`src/rtl/store_pkg.sv`:
```
// store_pkg: shared constants, state encoding and helpers for the store
// serializer.
//   SZ_BYTE / SZ_HALF / SZ_WORD : req_size encodings (3 is reserved)
//   state_t                     : serializer FSM states
//   byte_count(size)            : number of bytes written for a store size
//   store_fault(size, lo)       : reserved size or natural-alignment violation
package store_pkg;

  localparam logic [1:0] SZ_BYTE = 2'd0;
  localparam logic [1:0] SZ_HALF = 2'd1;
  localparam logic [1:0] SZ_WORD = 2'd2;

  typedef enum logic [1:0] {
    ST_IDLE   = 2'd0,
    ST_WRITE  = 2'd1,
    ST_FINISH = 2'd2
  } state_t;

  function automatic logic [2:0] byte_count(input logic [1:0] size);
    logic [2:0] n;
    case (size)
      SZ_HALF: n = 3'd2;
      SZ_WORD: n = 3'd4;
      default: n = 3'd1;
    endcase
    return n;
  endfunction

  function automatic logic store_fault(input logic [1:0] size,
                                       input logic [1:0] addr_lo);
    logic f;
    case (size)
      SZ_BYTE: f = 1'b0;
      SZ_HALF: f = addr_lo[0];
      SZ_WORD: f = |addr_lo;
      default: f = 1'b1;
    endcase
    return f;
  endfunction

endpackage

```
`src/rtl/store_lane_sel.sv`:
```
// store_lane_sel: picks the byte of a store value that goes out at byte
// index k, big-endian (most significant byte of the stored item first).
//   data : 32-bit source register value
//   size : store size (SZ_BYTE / SZ_HALF / SZ_WORD)
//   k    : byte index within the transfer
//   lane : selected byte
module store_lane_sel
  import store_pkg::*;
(
  input  logic [31:0] data,
  input  logic [1:0]  size,
  input  logic [1:0]  k,
  output logic [7:0]  lane
);

  always_comb begin
    lane = data[7:0];
    case (size)
      SZ_WORD: begin
        case (k)
          2'd0:    lane = data[31:24];
          2'd1:    lane = data[23:16];
          2'd2:    lane = data[15:8];
          default: lane = data[7:0];
        endcase
      end
      SZ_HALF: lane = k[0] ? data[7:0] : data[15:8];
      default: lane = data[7:0];
    endcase
  end

endmodule

```
`src/rtl/store_serializer.sv`:
```
// store_serializer: narrows a 32-bit register value to a byte/half/word
// store, checks natural alignment and serializes it as big-endian byte
// writes onto an 8-bit memory port with a per-byte acknowledge.
//   clk, rst              : clock, synchronous active-high reset
//   req_valid/req_ready   : request handshake
//   req_addr/data/size    : store address, source value, size
//   mem_we/addr/wdata     : byte write port (held stable until mem_ack)
//   mem_ack               : memory accepted the current byte
//   done                  : one-cycle completion pulse
//   misaligned            : with done, request faulted and nothing was written
module store_serializer
  import store_pkg::*;
#(
  parameter int ADDR_W = 32
) (
  input  logic              clk,
  input  logic              rst,
  input  logic              req_valid,
  output logic              req_ready,
  input  logic [ADDR_W-1:0] req_addr,
  input  logic [31:0]       req_data,
  input  logic [1:0]        req_size,
  output logic              mem_we,
  output logic [ADDR_W-1:0] mem_addr,
  output logic [7:0]        mem_wdata,
  input  logic              mem_ack,
  output logic              done,
  output logic              misaligned
);

  state_t            state;
  logic [ADDR_W-1:0] base;
  logic [31:0]       data_q;
  logic [1:0]        size_q;
  logic [2:0]        n_q;
  logic [1:0]        k;
  logic              fault;

  logic              accept;
  logic              last;
  logic [7:0]        lane;

  // FINISH accepts a new request just like IDLE, giving one bubble per store.
  assign accept = req_valid && (state != ST_WRITE);
  assign last   = ({1'b0, k} == (n_q - 3'd1));

  store_lane_sel u_lane (
    .data (data_q),
    .size (size_q),
    .k    (k),
    .lane (lane)
  );

  always_ff @(posedge clk) begin
    if (rst) begin
      state  <= ST_IDLE;
      base   <= '0;
      data_q <= '0;
      size_q <= '0;
      n_q    <= 3'd1;
      k      <= '0;
      fault  <= 1'b0;
    end else begin
      case (state)
        ST_WRITE: begin
          if (mem_ack) begin
            if (last) begin
              state <= ST_FINISH;
            end else begin
              k <= k + 2'd1;
            end
          end
        end
        default: begin
          if (accept) begin
            base   <= req_addr;
            data_q <= req_data;
            size_q <= req_size;
            n_q    <= byte_count(req_size);
            k      <= '0;
            if (store_fault(req_size, req_addr[1:0])) begin
              fault <= 1'b1;
              state <= ST_FINISH;
            end else begin
              fault <= 1'b0;
              state <= ST_WRITE;
            end
          end else begin
            state <= ST_IDLE;
          end
        end
      endcase
    end
  end

  // Outputs decode only state and latched registers; the write port reads
  // zero outside WRITE so idle values match the reset values.
  assign req_ready  = (state != ST_WRITE);
  assign mem_we     = (state == ST_WRITE);
  assign mem_addr   = mem_we ? (base + ADDR_W'(k)) : '0;
  assign mem_wdata  = mem_we ? lane : '0;
  assign done       = (state == ST_FINISH);
  assign misaligned = (state == ST_FINISH) && fault;

endmodule
```
`config.mk`:
```
export PLATFORM = sky130hd
export DESIGN_NAME = store_serializer
export DESIGN_NICKNAME = d
export VERILOG_FILES = /design/src/rtl/store_pkg.sv /design/src/rtl/store_lane_sel.sv /design/src/rtl/store_serializer.sv
export SDC_FILE = /design/constraint.sdc
export NUM_CORES = 1
export LEC_CHECK = 0
export CAP_MARGIN = 20
export CORE_ASPECT_RATIO = 1.75
export CORE_MARGIN = 5
export CORE_UTILIZATION = 35
export CTS_BUF_LIST = sky130_fd_sc_hd__clkbuf_4 sky130_fd_sc_hd__clkbuf_8 sky130_fd_sc_hd__clkbuf_16
export CTS_CLUSTER_SIZE = 20
export DETAILED_ROUTE_END_ITERATION = 10
export PLACE_DENSITY = 0.75
export REMOVE_ABC_BUFFERS = 1
export SLEW_MARGIN = 20
export SYNTH_ARGS = -nofsm -noshare
export SYNTH_HDL_FRONTEND = slang
export SYNTH_SLANG_ARGS = --single-unit
```
`constraint.sdc`:
```
create_clock -name clk -period 2.1 [get_ports clk]
set_clock_uncertainty 0.1 [all_clocks]
set_input_delay 0.315 -clock clk [delete_from_list [all_inputs] [get_ports clk]]
set_output_delay 0.315 -clock clk [all_outputs]
set_load 0.05 [all_outputs]
```
==> results.md <==
Place:
- The number of placed instances, taps included, is ~850.
- Input and output buffers added on the ports amount to between 100 and 150.
- After legalization and detailed placement, the total HPWL measured between 10000 and 15000 um.
- The final weighted congestion in routability-driven placement is slightly below 0.9.
- At the placement stage, the worst setup path has a slack of -0.467 ns.

Global route:
- For this run the aggregate overflow at the end of global routing stands at 0.
- The global routing stage identified its most utilized layer as met2.
- The fraction of met3 tracks used by global routing is 0.0269.
- Across every metal layer, demand over resource in global routing totals 0.209.
- The number of global-route vias before repair is 5065.
- In the global route stage, met2 resource usage came out at 0.421.
- The wire length of the first global-routing pass is about 24000 um.
- For this run, global-route usage on met1 was measured as 0.202.
- The number of antenna violations at the first check in global routing is 0.
- The maximum number of pins on one net before global-route repair is 45.

Timing:
- Setup violations remaining at the end of the flow were counted as 39.
- The remaining max-slew budget at the tightest pin is 0.616.
- Setup repair after global routing could not meet its margin everywhere.
- The post-route worst setup slack is -0.724 ns.
- The final hold slack is about 0.36 ns.
- The upper clock frequency limit is around 0.35 GHz.
- The final-layout setup total negative slack is -18.83 ns.
- Of the available clock period, the critical path in the final layout requires 1.34.
- The post-route minimum period is 2.82 ns.
- The count of endpoints failing hold in the final timing report came to 0.
- For the pin with the worst max-slew slack, the measured transition is about 0.58 ns.
- The final count of pins violating max slew is 0.

Clocking:
- The source-to-sink clock delay at the later pin of the worst-skew pair is 0.34 ns.
- The CTS tree is done.
- Hold repair after CTS inserted 0 buffers.
- Counting every sink on the clock net gives 74.
- The number of buffers on the longest clock path is 2.
- The H-tree level count is 3.
- Clock-pin slew was measured on the worst setup and hold paths at roughly 0.050 ns.
- Counting the buffers created by CTS gives 9.
- The clock root buffer is clkbuf_16.

Finish:
- The leading cell type in the layout, fill and taps excluded is nand2_1.
- The synthesis-to-layout area growth is 76.6%.
- The antenna diode instance count is 0.
- The ratio of cells with drive above 1 in the final layout is 0.348.
- The non-filler instance count after layout is 888.
- Leaving out fill and tap cells, the most frequent cells in the layout are nand2_1, buf_4, a21oi_1.
- The final net count is around 830.

Worst setup path:
- The worst setup path is captured at an output port.
- Walking the worst path, the cells encountered are ha_4 -> fa_2 -> and4_4 -> nand4_1 -> buf_6 -> buf_6 -> or4_4 -> a21oi_4 -> buf_12.
- In this design, the stage delay of the slowest critical-path cell is around 0.43 ns.
- Of all nets on the critical path, the largest fanout is 5.
- For the worst setup path, the data required time is roughly 1.7 ns.
- In this design, the critical path's most frequently occurring cell is buf_6.
- The critical path is of the reg -> out type.
- The highest-delay cell along the critical path is or4_4.
- The arrival time of the worst setup path is approximately 2.4 ns.
- The critical path launch point type is a flop.

Floorplanning:
- Measured along the y axis, the die boundary spans roughly 150 um.
- The area of the core is 11600 sq um.
- The total die area is between 10000 and 15000 sq um.
- The die is 92.3 um wide.
- The count of boundary I/O pins is 114.
- The number of placement rows is 52.
- For this configuration, the core starts out at a cell density of 0.358.

Routing:
- Before antenna repair, the detailed router went through 6 iterations.
- Detailed routing inserted a total of slightly below 5000 vias.
- Wires add up to about 16000 um.
- The detailed router finished its first iteration with 236 violations.
- For this run, design rule violations remaining after detail routing come to 0.
- The average wire per standard cell is 17.9 um.
- Using the TritonRoute via totals, the vias-per-cell ratio works out to around 5.6.
- The detail route stage leaves a number of antenna-violating nets equal to 0.

Synth:
- The cell area after technology mapping is between 4000 and 5000 sq um.
- The share of Yosys cell area claimed by the top area cell type is 0.357.
- Among all flip-flop cells after synthesis, the most frequent one is dfxtp_1.
- In this run, synthesis inferred 0 flip-flops with an integrated enable.
- The top cell type by total area after synthesis is dfxtp_1.
- Yosys printed 0 warnings.
- Synthesis handed over a netlist of 564 instances.
- The share of the Yosys chip area taken by registers is 0.357.
- The number of distinct standard cells referenced by the synthesized netlist is 44.
- Counting flops with an async set or reset pin after synthesis yields a share of 0.
- The flop and latch count out of synthesis is 74.
- Dividing the synthesized area by the synthesized cell count gives around 7.4 sq um.
- By area the synthesized netlist is led by dfxtp_1, nand2_1, a21oi_1, ha_1, clkbuf_1.

Pwr:
- Power spread over the standard cell area amounts to 574 nW/um^2.
- The peak ir drop on the vdd network is 0.446 mV.
- The share of total power dissipated in sequential elements is 0.374.
- In this run the power spent charging and discharging nets is between 0.001 and 0.0015 W.
- The total power consumption of the routed design is 0.00420 W.
- Cell internal power was estimated by the tool at between 0.002 and 0.003 W.
- The switching power as a share of total power is 0.288.
- Of the total power, the clock network draws 0.386.
- The combinational fraction of design power is 0.240.
- Summed over all cells, the static leakage comes to 2.85 nW.

Status:
- The final reports fail on setup timing.
- The run finished, with violations left.

Job:
- Across the run, the number of max-cap violations was 0.

Hold path:
- The worst hold-check path type is reg -> reg.
[power groups by stage]
stage | combinational (W) | clock [W] | sequential, W
3_5_place_dp | 0.000878 | 0 | 0.00160
5_1_grt | 0.00108 | 0.00170 | 0.00158
2_1_floorplan | 0.000412 | 0 | 0.00159
3_3_place_gp | 0.000857 | 0 | 0.00159
6_report | 0.00101 | 0.00162 | 0.00157
4_1_cts | 0.000951 | 0.00164 | 0.00157
[path summary, 6_finish.rpt]
check / depth (start not counted) / slack (ns) / to / start
max: 9 / -0.72 / mem_addr[30] / base[0]
min: 2 / 0.36 / data_q[29] / data_q[29]
max reg2reg: 8 / 0.10 / k[1] / k[0]
min reg2reg: 2 / 0.36 / data_q[29] / data_q[29]
[worst max-delay path: cells and delay by family, from the launching register on]
family	cells	cell delay, ns
flip-flops	1	0.35
AO/OA/AOI/OAI	1	0.18
adder cells (fa/ha/maj)	2	0.39
buffers and inverters	3	0.41
AND/OR/NAND/NOR	3	0.74
[sequential cells by signal, indices dropped and copies added (netlist names)]
| register | cells |
|---|---|
| n_q | 3 |
| data_q | 32 |
| fault | 1 |
| k | 2 |
| state | 2 |
| base | 32 |
| size_q | 2 |
[final cells by class]
class / count / area (sq um)
Tap cell: 135 / 169
Sequential cell: 74 / 1500
Clock buffer: 9 / 225
Multi-Input combinational cell: 437 / 3020
Inverter: 13 / 56.3
Timing Repair Buffer: 214 / 2280
Clock inverter: 6 / 82.6
Fill cell: 926 / 4260
[timing repair]
action | 4_1_cts | 5_1_grt
endpoints found under the setup margin | 39 | 40
resized for setup | 106 | 40
setup buffers | 17 | 15
pin swaps | 62 | 34
[through the flow]
step / utilization / area (sq um)
floorplan: - / 3990
global placement: 0.534 / 6190
detailed placement: 0.534 / 6190
CTS: 0.611 / 7070
global route: 0.632 / 7320
finish: 0.632 / 7320
[Yosys cell counts, types with 6 or more instances]
library cell and count:
xnor2_1 7, and4_1 6, a221oi_1 8, clkbuf_1 34, or3_1 6, o21ai_0 7, o31ai_1 9, nand3_1 12
ha_1 13, a222oi_1 8, dfxtp_1 74, nor2_1 14, o21ai_1 6, nand2_1 162, nor2b_1 10, nor3_1 12
inv_1 13, mux2_2 8, nand4_1 7, or4_1 9, a21oi_1 90
[logic make-up (layout without fill, tap and decap cells)]
| group | after synthesis | count (layout) | synth area share |
|---|---|---|---|
| multiplexers | 9 | 9 | 0.0241 |
| XOR/XNOR | 12 | 12 | 0.0253 |
| AND/OR/NAND/NOR | 259 | 259 | 0.292 |
| adder cells (fa/ha/maj) | 14 | 14 | 0.0441 |
| buffers and inverters | 53 | 242 | 0.0501 |
| flip-flops | 74 | 74 | 0.357 |
| AO/OA/AOI/OAI | 143 | 143 | 0.207 |
[routing by layer]
metal	vias up	wire, um
met5	-	0
met4	0	632
met3	52	810
met2	241	9040
met1	2318	5430
li1	2346	-
No activity file was read; power rests on OpenSTA's default activity.
